File: src/rtl/bk_mem_pkg.sv
// Shared types and sizing for the SRAM arbiter: FSM state encoding, default
// bus widths and the access-length bound applied to ACC_CYC.
package bk_mem_pkg;

   localparam int ADDR_W_DEF  = 18;
   localparam int DATA_W_DEF  = 16;
   localparam int ACC_CYC_MAX = 7;
   localparam int CNT_W       = 3;

   typedef enum logic [1:0] {
      IDLE     = 2'd0,
      CPU_ACC  = 2'd1,
      HOST_ACC = 2'd2,
      ACK      = 2'd3
   } arb_state_t;

   // Out-of-range access lengths are pulled into 1..ACC_CYC_MAX so the
   // 3-bit cycle counter can always reach its terminal value.
   function automatic int acc_cyc_clamp(input int n);
      if (n < 1) begin
         return 1;
      end
      if (n > ACC_CYC_MAX) begin
         return ACC_CYC_MAX;
      end
      return n;
   endfunction

endpackage

File: src/rtl/sram_pin_mux.sv
// SRAM pin driver: passes the registered access strobes through, except in a
// video slot cycle, where the video read takes the pins combinationally.
module sram_pin_mux
   import bk_mem_pkg::*;
#(
   parameter int ADDR_W = ADDR_W_DEF,
   parameter int DATA_W = DATA_W_DEF
) (
   input  logic              i_vid_slot,
   input  logic [ADDR_W-1:0] i_vid_addr,
   input  logic [ADDR_W-1:0] i_acc_addr,
   input  logic [DATA_W-1:0] i_acc_wdata,
   input  logic              i_acc_oe_n,
   input  logic              i_acc_we_n,
   input  logic              i_acc_lb_n,
   input  logic              i_acc_ub_n,
   input  logic              i_acc_dq_oe,
   output logic [ADDR_W-1:0] o_sram_addr,
   output logic [DATA_W-1:0] o_sram_dq_o,
   output logic              o_sram_dq_oe,
   output logic              o_sram_oe_n,
   output logic              o_sram_we_n,
   output logic              o_sram_lb_n,
   output logic              o_sram_ub_n
);

   always_comb begin
      o_sram_addr  = i_acc_addr;
      o_sram_dq_o  = i_acc_wdata;
      o_sram_dq_oe = i_acc_dq_oe;
      o_sram_oe_n  = i_acc_oe_n;
      o_sram_we_n  = i_acc_we_n;
      o_sram_lb_n  = i_acc_lb_n;
      o_sram_ub_n  = i_acc_ub_n;
      // Video fetch is a full-word read and must never collide with a write drive.
      if (i_vid_slot) begin
         o_sram_addr  = i_vid_addr;
         o_sram_dq_oe = 1'b0;
         o_sram_oe_n  = 1'b0;
         o_sram_we_n  = 1'b1;
         o_sram_lb_n  = 1'b0;
         o_sram_ub_n  = 1'b0;
      end
   end

endmodule

File: src/rtl/sram_arbiter.sv
// Single owner of the shared 16-bit SRAM: video slots pre-empt everything,
// the debug host gets the bus via hold/hlda, the CPU uses req/ack.
module sram_arbiter
   import bk_mem_pkg::*;
#(
   parameter int ADDR_W  = ADDR_W_DEF,
   parameter int DATA_W  = DATA_W_DEF,
   parameter int ACC_CYC = 1
) (
   input  logic              clk,
   input  logic              reset_n,
   input  logic              cpu_req,
   input  logic              cpu_we,
   input  logic [1:0]        cpu_be,
   input  logic [ADDR_W-1:0] cpu_addr,
   input  logic [DATA_W-1:0] cpu_wdata,
   output logic [DATA_W-1:0] cpu_rdata,
   output logic              cpu_ack,
   input  logic              host_hold,
   output logic              host_hlda,
   input  logic              host_req,
   input  logic              host_we,
   input  logic [ADDR_W-1:0] host_addr,
   input  logic [DATA_W-1:0] host_wdata,
   output logic [DATA_W-1:0] host_rdata,
   output logic              host_ack,
   input  logic              vid_slot,
   input  logic [ADDR_W-1:0] vid_addr,
   output logic [DATA_W-1:0] vid_data,
   output logic              vid_valid,
   output logic [ADDR_W-1:0] sram_addr,
   input  logic [DATA_W-1:0] sram_dq_i,
   output logic [DATA_W-1:0] sram_dq_o,
   output logic              sram_dq_oe,
   output logic              sram_oe_n,
   output logic              sram_we_n,
   output logic              sram_lb_n,
   output logic              sram_ub_n
);

   localparam int              ACC_N  = acc_cyc_clamp(ACC_CYC);
   localparam logic [CNT_W-1:0] LAST  = CNT_W'(ACC_N - 1);

   arb_state_t        r_state;
   arb_state_t        w_next;
   logic [CNT_W-1:0]  r_cnt;
   logic              r_host_own;
   logic              r_we;
   logic              r_hlda;
   logic              r_cpu_ack;
   logic              r_host_ack;
   logic [DATA_W-1:0] r_cpu_rdata;
   logic [DATA_W-1:0] r_host_rdata;
   logic [DATA_W-1:0] r_vid_data;
   logic              r_vid_valid;
   logic [ADDR_W-1:0] r_addr;
   logic [DATA_W-1:0] r_wdata;
   logic              r_oe_n;
   logic              r_we_n;
   logic              r_lb_n;
   logic              r_ub_n;
   logic              r_dq_oe;

   logic              w_acc;
   logic              w_last;
   logic              w_host_grant;
   logic              w_cpu_grant;

   always_comb begin
      w_acc        = (r_state == CPU_ACC) || (r_state == HOST_ACC);
      // A video slot stalls the access: that cycle never counts toward ACC_CYC.
      w_last       = w_acc && !vid_slot && (r_cnt == LAST);
      w_host_grant = r_hlda && host_req;
      w_cpu_grant  = !r_hlda && !host_hold && cpu_req;
      w_next       = r_state;
      case (r_state)
         IDLE: begin
            if (w_host_grant) begin
               w_next = HOST_ACC;
            end else if (w_cpu_grant) begin
               w_next = CPU_ACC;
            end
         end
         CPU_ACC, HOST_ACC: begin
            if (w_last) begin
               w_next = ACK;
            end
         end
         ACK:     w_next = IDLE;
         default: w_next = IDLE;
      endcase
   end

   always_ff @(posedge clk or negedge reset_n) begin
      if (!reset_n) begin
         r_state      <= IDLE;
         r_cnt        <= '0;
         r_host_own   <= 1'b0;
         r_we         <= 1'b0;
         r_hlda       <= 1'b0;
         r_cpu_ack    <= 1'b0;
         r_host_ack   <= 1'b0;
         r_cpu_rdata  <= '0;
         r_host_rdata <= '0;
         r_vid_data   <= '0;
         r_vid_valid  <= 1'b0;
         r_addr       <= '0;
         r_wdata      <= '0;
         r_oe_n       <= 1'b1;
         r_we_n       <= 1'b1;
         r_lb_n       <= 1'b1;
         r_ub_n       <= 1'b1;
         r_dq_oe      <= 1'b0;
      end else begin
         r_state     <= w_next;
         // hlda only changes between accesses, so ownership never flips mid-transfer.
         if (w_next == IDLE) begin
            r_hlda <= host_hold;
         end
         r_cpu_ack   <= w_last && !r_host_own;
         r_host_ack  <= w_last && r_host_own;
         r_vid_valid <= vid_slot;
         if (vid_slot) begin
            r_vid_data <= sram_dq_i;
         end
         if (w_acc && !vid_slot) begin
            r_cnt <= w_last ? '0 : r_cnt + 1'b1;
         end

         if (w_last) begin
            r_oe_n  <= 1'b1;
            r_we_n  <= 1'b1;
            r_lb_n  <= 1'b1;
            r_ub_n  <= 1'b1;
            r_dq_oe <= 1'b0;
            if (!r_we) begin
               if (r_host_own) begin
                  r_host_rdata <= sram_dq_i;
               end else begin
                  r_cpu_rdata <= sram_dq_i;
               end
            end
         end else if (r_state == IDLE && w_next == HOST_ACC) begin
            r_host_own <= 1'b1;
            r_we       <= host_we;
            r_addr     <= host_addr;
            r_wdata    <= host_wdata;
            r_oe_n     <= host_we;
            r_we_n     <= !host_we;
            r_lb_n     <= 1'b0;
            r_ub_n     <= 1'b0;
            r_dq_oe    <= host_we;
         end else if (r_state == IDLE && w_next == CPU_ACC) begin
            r_host_own <= 1'b0;
            r_we       <= cpu_we;
            r_addr     <= cpu_addr;
            r_wdata    <= cpu_wdata;
            r_oe_n     <= cpu_we;
            // A write with no lanes enabled still runs its cycles but never strobes.
            r_we_n     <= !(cpu_we && (cpu_be != 2'b00));
            r_lb_n     <= cpu_we ? !cpu_be[0] : 1'b0;
            r_ub_n     <= cpu_we ? !cpu_be[1] : 1'b0;
            r_dq_oe    <= cpu_we;
         end
      end
   end

   assign cpu_rdata  = r_cpu_rdata;
   assign cpu_ack    = r_cpu_ack;
   assign host_hlda  = r_hlda;
   assign host_rdata = r_host_rdata;
   assign host_ack   = r_host_ack;
   assign vid_data   = r_vid_data;
   assign vid_valid  = r_vid_valid;

   sram_pin_mux #(
      .ADDR_W (ADDR_W),
      .DATA_W (DATA_W)
   ) u_pin_mux (
      .i_vid_slot   (vid_slot),
      .i_vid_addr   (vid_addr),
      .i_acc_addr   (r_addr),
      .i_acc_wdata  (r_wdata),
      .i_acc_oe_n   (r_oe_n),
      .i_acc_we_n   (r_we_n),
      .i_acc_lb_n   (r_lb_n),
      .i_acc_ub_n   (r_ub_n),
      .i_acc_dq_oe  (r_dq_oe),
      .o_sram_addr  (sram_addr),
      .o_sram_dq_o  (sram_dq_o),
      .o_sram_dq_oe (sram_dq_oe),
      .o_sram_oe_n  (sram_oe_n),
      .o_sram_we_n  (sram_we_n),
      .o_sram_lb_n  (sram_lb_n),
      .o_sram_ub_n  (sram_ub_n)
   );

endmodule
File: config.mk
export PLATFORM = sky130hd
export DESIGN_NAME = sram_arbiter
export DESIGN_NICKNAME = d
export VERILOG_FILES = /design/src/rtl/bk_mem_pkg.sv /design/src/rtl/sram_pin_mux.sv /design/src/rtl/sram_arbiter.sv
export SDC_FILE = /design/constraint.sdc
export NUM_CORES = 1
export LEC_CHECK = 0
export CAP_MARGIN = 10
export CORE_MARGIN = 4
export CORE_UTILIZATION = 42
export CTS_CLUSTER_DIAMETER = 30
export CTS_CLUSTER_SIZE = 28
export DETAILED_ROUTE_END_ITERATION = 16
export MAX_ROUTING_LAYER = met4
export PLACE_DENSITY = 0.86
export SYNTH_ARGS = -nofsm -noshare
export SYNTH_HDL_FRONTEND = slang
export SYNTH_SLANG_ARGS = --single-unit
File: constraint.sdc
create_clock -name clk -period 3.1 [get_ports clk]
set_clock_uncertainty 0.15 [all_clocks]
set_input_delay 0.62 -clock clk [delete_from_list [all_inputs] [get_ports clk]]
set_output_delay 0.62 -clock clk [all_outputs]
set_load 0.01 [all_outputs]
==> out/qor.yml <==
drt:
  drt_iter0_drc: 112
  via_count: 3570
  drc: 0
  vias_per_cell: 5.05
  ant_nets: 0
  wl_mm: 12.1
  wl_per_cell_um: 17.1
  first_pass_iters: 4
die:
  die_x_um: 112
  die_h_um: 112
  ios: 203
  num_rows: 37
  initial_core_util_pct: 43.5
  die-area_sq_um: 12500
  core_sq_um: 10400
critical_path:
  end_kind: "output port"
  critPathLaunchType: "input port"
  cpLargestDelayFamily: "buffers and inverters"
  critPathSlowestCell: "clkdlybuf4s50_1"
  worstReg2RegStart: "r_state[1]$_DFF_PN0_"
  cp-startpoint: "vid_slot"
  ff2ff_path_depth: 6
  crit_end: "sram_addr[15]"
  critical_path_class: "input port to output port"
  max_stage_delay_ns: 0.49
  crit_buf_inv: 3
  path_cells: "buf_2 -> buf_12 -> mux2_2 -> clkdlybuf4s50_1"
  reg2reg_slack_ns: 0.83
  r2r-end: "host_rdata[14]$_DFFE_PN0P_"
  cp.depth: 4
  crit_fanout: 43
  critical_path_required_ns: 2.33
  worstPathArrival_ns: 1.87
clock_network:
  clk_pin_slew_ns: 0.10
  tritoncts: "yes"
  ctsResizeCount: 0
  clock_path_buffers: 2
  postCtsSetupBuffers: 0
  cts_root_buffer: "clkbuf_8"
  cts.sinks: 98
  numCtsBuffers: 9
  insertion_delay_ns: 0.36
  cts_max_level: 3
  cts_hold_buf: 0
finish:
  drive_gt1_share_pct: 18.2
  final_cells: 707
  final_nets: 681
  area_growth_pct: 53.0
  diodes: 0
  final_util_pct: 66.5
sta:
  period_minus_slack_ns: 2.64
  finalSetupViolations: 0
  slew_headroom_pct: 49.0
  tns_ns: 0
  fin_ws_ns: 0.460
  finalMaxSlewViolations: 0
  period_share_pct: 85.1
  max_freq_mhz: 379
  grt_setup_unrepaired: "no"
  holdWs_ns: 0.0806
  worstMarginPinSlew_ns: 0.762
  finalHoldViolCount: 0
power:
  seqPwrFrac_pct: 36.3
  comb_power_share_pct: 49.1
  p_leak_nw: 3.13
  p_sw_share_pct: 34.9
  p_per_area_nw_per_um2: 841
  clkPwrFrac_pct: 14.6
  vdd_drop_max_mv: 0.482
  power_switching_mw: 2.03
  p_int_mw: 3.77
yosys:
  synthArstFlopShare_pct: 100
  yosysSeqAreaShare_pct: 54.5
  ys_ff_latch: 98
  netlist_area_sq_um: 4510
  post_synth.cell_area_avg_sq_um: 12.4
  synth_cells: 365
  synth_cell_type_count: 40
  synth_edf_count: 0
  ys_warn_count: 0
  synth_nets: 480
  ys.flop_type: "dfrtp_1"
global_routing:
  antenna_found_initial: 0
  grt_max_degree: 71
  grt_pass1_wl_mm: 19.4
  track_usage_pct: 20.0
  grt_overflow: 0
  grt_pass1_vias: 3817
placed_design:
  numPortBuffers: 202
  pre_cts_ws_ns: 0.286
  place_congestion: 0.803
  hpwl_mm: 9.41
  dp.cells: 691
flow_run:
  maxCapViolations: 0
outcome:
  status: "completed"
worst_hold_path:
  hold_path_class: "input port to asynchronous set/reset pin"
## registers in the layout, indices dropped and copies added (netlist names), 2 cells and up
| signal | cells |
|---|---|
| cpu_rdata | 16 |
| r_addr | 18 |
| vid_data | 16 |
| host_rdata | 16 |
| r_cnt | 3 |
| r_state | 2 |
| r_wdata | 16 |
## stage by stage
step / power, mW / cell area, sq um
after CTS: 5.88 / 6900
after global routing: 6.21 / 6900
after detailed placement: 5.02 / 6700
after floorplan: 3.63 / 4510
after global placement: 4.89 / 6700
final: 5.80 / 6900
## routing by layer
metal | track usage [%] | vias up | wire length, um
li1 | - | 1681 | -
met1 | 23.1 | 1710 | 4960
met2 | 33.2 | 158 | 5940
met3 | 7.07 | 21 | 937
met4 | 5.60 | 0 | 287
met5 | - | - | 0
## synthesized netlist by cell type, drive strengths merged, types with 2 or more instances
cell type,instances,area (sq um)
dfrtp,94,2350
mux2,67,792
o21ai,44,220
nand2,43,161
mux2i,35,350
buf,11,91.3
clkbuf,11,41.3
inv,9,33.8
nor2,7,26.3
nor2b,7,43.8
a21oi,5,25.0
dfstp,4,105
and2,3,18.8
ha,3,37.5
a32oi,2,17.5
o211ai,2,20.0
o21bai,2,15.0
## area by class of cell
type                    instances  area [sq um]
clock buffers                  10           128
repair buffers                212          2140
well taps                     136           170
multi-input cells             236          1900
flip-flops and latches         98          2460
fillers                       774          3470
inverters                       9          33.8
clock inverters                 6          75.1
## how the worst min path moves through the flow
stage | endpoint | slack, ns | cells after the start
4_1_cts | vid_data[1]$_DFFE_PN0P_ | 0.08 | 1
5_1_grt | cpu_rdata[0]$_DFFE_PN0P_ | 0.09 | 1
6_report | vid_data[1]$_DFFE_PN0P_ | 0.08 | 1
3_3_place_gp | r_wdata[0]$_DFFE_PN0P_ | 0.31 | 2
3_5_place_dp | r_wdata[0]$_DFFE_PN0P_ | 0.32 | 2
2_1_floorplan | cpu_ack$_DFF_PN0_ | 0.17 | 0
## power by group through the flow
stage / registers (mW) / clock network (mW) / logic (mW)
floorplan: 2.21 / 0 / 1.42
global placement: 2.11 / 0 / 2.78
detailed placement: 2.13 / 0 / 2.89
CTS: 2.11 / 0.880 / 2.89
global route: 2.17 / 0.938 / 3.10
finish: 2.11 / 0.846 / 2.85
## layout by cell type, fill, tap and decap left out, drive strengths merged
cell	n
clkdlybuf4s50	200
dfrtp	94
mux2	67
o21ai	44
nand2	43
mux2i	35
buf	12
inv	11
clkbuf	10
nor2	7
nor2b	7
a21oi	5
dfstp	4
ha	3
clkinvlp	3
and2	3
o21bai	2
a32oi	2
o211ai	2
nand4bb	1
or3b	1
o221ai	1
nand2b	1
or2	1
nor3b	1
o41ai	1
nand3	1
nor3	1
or3	1
a31o	1
a21o	1
o22ai	1
o21a	1
a221oi	1
a31oi	1
bufinv	1
## logic make-up (layout without fill, tap and decap cells)
| logic type | after synthesis | in the layout | synth area share (%) |
|---|---|---|---|
| flops | 98 | 98 | 54.5 |
| simple gates | 68 | 68 | 7.27 |
| compound gates | 63 | 63 | 8.41 |
| fa+ha+maj | 3 | 3 | 0.832 |
| buf+inv | 31 | 237 | 3.69 |
| mux | 102 | 102 | 25.3 |
(Power assumes the default switching activity.)
